--- src/rtl/hamming_decoder.sv ---
// Bit-serial SECDED decoder for 16-bit Hamming codewords received as two bytes.
// It emits the 11 data bits and a 2-bit status as two bytes, and keeps saturating error counts.
module hamming_decoder (
  input  logic       clk,
  input  logic       reset,
  input  logic       in_valid,
  output logic       in_ready,
  input  logic [7:0] in_data,
  output logic       out_valid,
  input  logic       out_ready,
  output logic [7:0] out_data,
  output logic       busy,
  output logic [7:0] corr_count,
  output logic [7:0] dbl_count
);

  typedef enum logic [2:0] {
    IDLE,
    GET_MSW,
    SCAN,
    FIX,
    OUT_LSW,
    OUT_MSW
  } state_t;

  state_t      state_reg, state_next;
  logic [15:0] w_reg;
  logic [3:0]  s_reg;
  logic        p_reg;
  logic [4:0]  cnt_reg;
  logic [7:0]  out_data_reg;
  logic [7:0]  out_msw_reg;
  logic        out_valid_reg;
  logic [7:0]  corr_count_reg;
  logic [7:0]  dbl_count_reg;

  logic        in_fire;
  logic        out_fire;
  logic [15:0] flip_mask;
  logic [15:0] w_fixed;
  logic [1:0]  status;

  assign out_valid  = out_valid_reg;
  assign out_data   = out_data_reg;
  assign busy       = (state_reg != IDLE);
  assign corr_count = corr_count_reg;
  assign dbl_count  = dbl_count_reg;

  assign in_fire  = in_valid && in_ready;
  assign out_fire = out_valid_reg && out_ready;

  // Odd overall parity means a single error at position s; s=0 addresses p0 itself.
  assign flip_mask = p_reg ? (16'h0001 << s_reg) : 16'h0000;
  assign w_fixed   = w_reg ^ flip_mask;
  assign status    = p_reg ? 2'b01 : ((s_reg != 4'd0) ? 2'b10 : 2'b00);

  always_comb begin
    state_next = state_reg;
    in_ready   = 1'b0;
    case (state_reg)
      IDLE: begin
        in_ready = !reset;
        if (in_valid && !reset) state_next = GET_MSW;
      end
      GET_MSW: begin
        in_ready = !reset;
        if (in_valid && !reset) state_next = SCAN;
      end
      SCAN: begin
        if (cnt_reg == 5'd15) state_next = FIX;
      end
      FIX: begin
        state_next = OUT_LSW;
      end
      OUT_LSW: begin
        if (out_fire) state_next = OUT_MSW;
      end
      OUT_MSW: begin
        if (out_fire) state_next = IDLE;
      end
      default: state_next = IDLE;
    endcase
  end

  always_ff @(posedge clk) begin
    if (reset) begin
      state_reg      <= IDLE;
      w_reg          <= 16'h0000;
      s_reg          <= 4'd0;
      p_reg          <= 1'b0;
      cnt_reg        <= 5'd0;
      out_data_reg   <= 8'h00;
      out_msw_reg    <= 8'h00;
      out_valid_reg  <= 1'b0;
      corr_count_reg <= 8'h00;
      dbl_count_reg  <= 8'h00;
    end else begin
      state_reg <= state_next;
      case (state_reg)
        IDLE: begin
          if (in_fire) w_reg[7:0] <= in_data;
        end
        GET_MSW: begin
          if (in_fire) begin
            w_reg[15:8] <= in_data;
            s_reg       <= 4'd0;
            p_reg       <= 1'b0;
            cnt_reg     <= 5'd0;
          end
        end
        SCAN: begin
          if (w_reg[cnt_reg[3:0]]) begin
            s_reg <= s_reg ^ cnt_reg[3:0];
            p_reg <= ~p_reg;
          end
          cnt_reg <= cnt_reg + 5'd1;
        end
        FIX: begin
          w_reg         <= w_fixed;
          out_data_reg  <= {w_fixed[12:9], w_fixed[7:5], w_fixed[3]};
          out_msw_reg   <= {status, 3'b000, w_fixed[15:13]};
          out_valid_reg <= 1'b1;
          if (status == 2'b01 && corr_count_reg != 8'hFF)
            corr_count_reg <= corr_count_reg + 8'd1;
          if (status == 2'b10 && dbl_count_reg != 8'hFF)
            dbl_count_reg <= dbl_count_reg + 8'd1;
        end
        OUT_LSW: begin
          if (out_fire) out_data_reg <= out_msw_reg;
        end
        OUT_MSW: begin
          if (out_fire) out_valid_reg <= 1'b0;
        end
        default: ;
      endcase
    end
  end

endmodule

--- config.mk ---
export PLATFORM = sky130hd
export DESIGN_NAME = hamming_decoder
export DESIGN_NICKNAME = d
export VERILOG_FILES = /design/src/rtl/hamming_decoder.sv
export SDC_FILE = /design/constraint.sdc
export NUM_CORES = 1
export LEC_CHECK = 0
export BUFFER_PORTS_ARGS = -buffer_cell sky130_fd_sc_hd__buf_2
export CAP_MARGIN = 20
export CORE_ASPECT_RATIO = 0.5
export CORE_MARGIN = 4
export CORE_UTILIZATION = 62
export CTS_BUF_LIST = sky130_fd_sc_hd__clkbuf_4 sky130_fd_sc_hd__clkbuf_8 sky130_fd_sc_hd__clkbuf_16
export DETAILED_ROUTE_END_ITERATION = 10
export PLACE_DENSITY = 0.92
export SYNTH_ARGS = -nofsm -noshare
export SYNTH_HDL_FRONTEND = slang
export SYNTH_SLANG_ARGS = --single-unit
--- constraint.sdc ---
create_clock -name clk -period 3.35 [get_ports clk]
set_input_delay 0.1675 -clock clk [delete_from_list [all_inputs] [get_ports clk]]
set_output_delay 0.1675 -clock clk [all_outputs]
set_load 0.005 [all_outputs]
==> impl_summary.txt <==
----------------------------------------------------
[Drt]
  Via count ... 2963
  Routed length per placed instance ... 17.4 um
  Violation count after the first detailed-route iteration ... 301
  Total wire length ... 8090 um
  Number of iterations in the first detailed-routing pass ... 6
  Vias per Instance ... 6.36
  DRC violations left ... 0
  Number of nets with antenna violations after detailed routing ... 0

[Synthesis]
  Mux contribution to synthesized area ... 0.0596
  Gate count of the mapped netlist ... 366
  Post-synth cell types ... 60
  Xor and xnor area share after synthesis ... 0.0640
  Count of state elements after synthesis ... 59
  EDFF count, synth ... 0
  Warnings, synthesis ... 0
  Share of synthesized cell area in and, or, nand and nor gates ... 0.253
  Main combinational cell family by area after synthesis ... simple AND/OR/NAND/NOR gates
  Net count after synthesis ... 382
  Synth Area in Adders ... 0.0159
  Summed instance area of the synthesized netlist ... 0.00315 mm^2
  Async S/R FF share, synth ... 0
  Most common flop cell mapped by yosys ... sky130_fd_sc_hd__dfxtp_1
  Post-Syn Area per Cell ... 8.60 um^2
  Fraction of the mapped netlist area in compound gates ... 0.192
  Sequential cell area fraction in the yosys report ... 0.375

[Global routing]
  Number of global-route vias before repair ... 2780
  Antenna violations before repair ... 0
  Pin count of the biggest net entering global routing ... 60
  Wire length of the first global-routing pass ... 13500 um
  Final global-route overflow total ... 0
  Combined global-route utilization of all metal layers ... 0.273

[STA]
  Skew final ... 0.00777 ns
  Max transition margin ... 0.405
  Setup repair after global routing missed its margin ... no
  Number of pins with negative max-slew slack in the final report ... 0
  Fmax achieved ... 432 MHz
  Aggregate negative setup slack ... 0 ns
  Final cycle utilization of the critical path ... 0.691
  Final critical-path required period ... 2.31 ns
  Final setup vio count ... 0
  Slew at the pin with the worst max-slew slack ... 0.885 ns
  Final hold violation count ... 0
  Tightest hold margin ... 0.0841 ns

[Floorplanning]
  Chip Height ... 58.4 um
  Die span in x ... 109 um
  Standard cell core area ... 0.00464 mm^2
  Area of the die ... 0.00635 mm^2
  Number of rows created at floorplan ... 17
  Boundary Pins ... 39
  Effective utilization at floorplan ... 0.679

[Placed design]
  Count of buffers from port buffering ... 38
  Cell total after placement ... 450
  Placed wire-length estimate after detailed placement ... 5490 um
  Area of placed instances ... 0.00332 mm^2
  Final RePlAce weighted congestion ... 0.872

[Setup path]
  Setup crit end kind ... flip-flop
  Arrival time of data at the critical path endpoint ... 2.52 ns
  Required @ worst endpoint ... 3.55 ns
  Crit path kind ... reg2reg
  Sort of element at the start of the critical path ... flip-flop
  Crit path max fanout ... 28

[Cells and area]
  Number of flip-flops in the largest register ... 16
  Final Cell Area ... 0.00355 mm^2
  Final antenna diode count ... 0
  Most frequent standard cell in the layout excluding fill and tap cells ... sky130_fd_sc_hd__nor2_1
  Commonest cells after routing, fill and taps aside ... sky130_fd_sc_hd__nor2_1, sky130_fd_sc_hd__dfxtp_1, sky130_fd_sc_hd__buf_2, sky130_fd_sc_hd__nand2_1, sky130_fd_sc_hd__a21oi_1
  Layout area overhead ... 12.8%
  Post-Route Utilization ... 0.766
  Total number of nets in the final design ... 411
  Non-Filler Instances ... 466
  Share of cells above drive strength 1 ... 0.180

[Clocking]
  CTS buffer count ... 9
  Clock slew at reported path FFs ... 0.07 ns
  Quantity of hold-fixing buffers added after cts ... 0
  Level count of the clock H-tree ... 3
  Setup fix buffers added after clock tree synthesis ... 0
  Clock tree from TritonCTS ... yes
  Clock latency at the later pin of the worst-skew pair ... 0.34 ns
  Maximum clock path buffer count ... 2
  Cell at the root of the clock tree ... sky130_fd_sc_hd__clkbuf_8
  Total number of clock tree sinks ... 59
  Number of gates resized after cts ... 0

[Power and ir drop]
  Worst-case vdd ir drop ... 0.298 mV
  Pwr per Cell Area ... 444 mW/mm^2
  Leakage ... 1.37 nW

[Run status]
  Outcome ... completed

[Worst hold path]
  Type of the tightest min-delay check ... in2reg

[Run]
  Number of violations of the max-capacitance limit ... 0

----------------------------------------------------
[layer usage]
metal,vias to the layer above,track usage,part of all wire
li1,1393,-,-
met1,1364,0.358,0.43
met2,182,0.422,0.44
met3,24,0.0920,0.11
met4,0,0.0935,0.017
met5,-,0.0238,0
[Yosys cell counts (all sizes together), types with 2 or more instances]
master	n	area, um^2
or3	5	32.5
nand3b	4	33.8
inv	4	15.0
nand2	28	105
xnor2	13	114
a22oi	5	51.3
nor4	5	31.3
buf	10	67.6
clkbuf	12	45.0
a31oi	3	18.8
a311oi	4	35.0
and2	3	18.8
and4b	2	20.0
o31ai	2	15.0
mux4	6	146
nand3	10	50.1
o21ai	17	88.8
xor2	10	87.6
nor3	8	40.0
dfxtp	59	1180
a222oi	6	60.1
and3	9	57.6
a21oi	20	100
nand4	4	25.0
o21bai	4	30.0
nand2b	4	25.0
nor3b	2	15.0
a211oi	10	75.1
ha	4	50.1
nor2	65	251
or3b	4	35.0
a211o	5	43.8
mux2i	3	30.0
[cell type report]
cell class                 instances  area [um^2]
clock buffer                      10          138
sequential                        59         1180
inverter                           4         15.0
timing repair buffer              40          205
tap                               66         82.6
fill                             329         1090
multi-input combinational        281         1840
clock inverter                     6         88.8
[final timing paths]
kind	from	endpoint	slack, ns	depth (start not counted)
setup reg to reg	state_reg[1]$_SDFFE_PP0P_	w_reg[14]$_SDFFE_PP0P_	1.04	5
hold reg to reg	out_data[1]$_SDFFE_PP0P_	out_data[1]$_SDFFE_PP0P_	0.46	2
hold / removal	in_data[0]	w_reg[8]$_SDFFE_PP0P_	0.08	3
setup / recovery	state_reg[1]$_SDFFE_PP0P_	w_reg[14]$_SDFFE_PP0P_	1.04	5
[cells by family (layout without fill, tap and decap cells)]
family                     after synthesis  in the layout
buffers and inverters                   26             60
AOI/OAI and AO/OA                       84             84
xor gates and xnor gates                23             23
adders and majority gates                4              4
DFF                                     59             59
muxes                                   10             10
and+or+nand+nor                        160            160
[power by group]
part	internal (mW)	switching, mW
Clock	0.438	0.296
Sequential	0.714	0.0263
Combinational	0.0429	0.0604
[worst max-delay path: stages, from the launching register on]
cell	delay [ns]
sky130_fd_sc_hd__dfxtp_1	0.57
sky130_fd_sc_hd__nand3b_2	0.54
sky130_fd_sc_hd__o21ai_1	0.51
sky130_fd_sc_hd__o21ai_0	0.19
sky130_fd_sc_hd__a222oi_1	0.29
sky130_fd_sc_hd__nor2_1	0.08
[through the flow]
step,power (mW),setup WS [ns]
after floorplan,0.822,1.57
after global placement,0.850,1.24
after detailed placement,0.854,1.12
after CTS,1.58,1.12
after global routing,1.63,0.830
final,1.58,1.04
(Power assumes the default switching activity.)
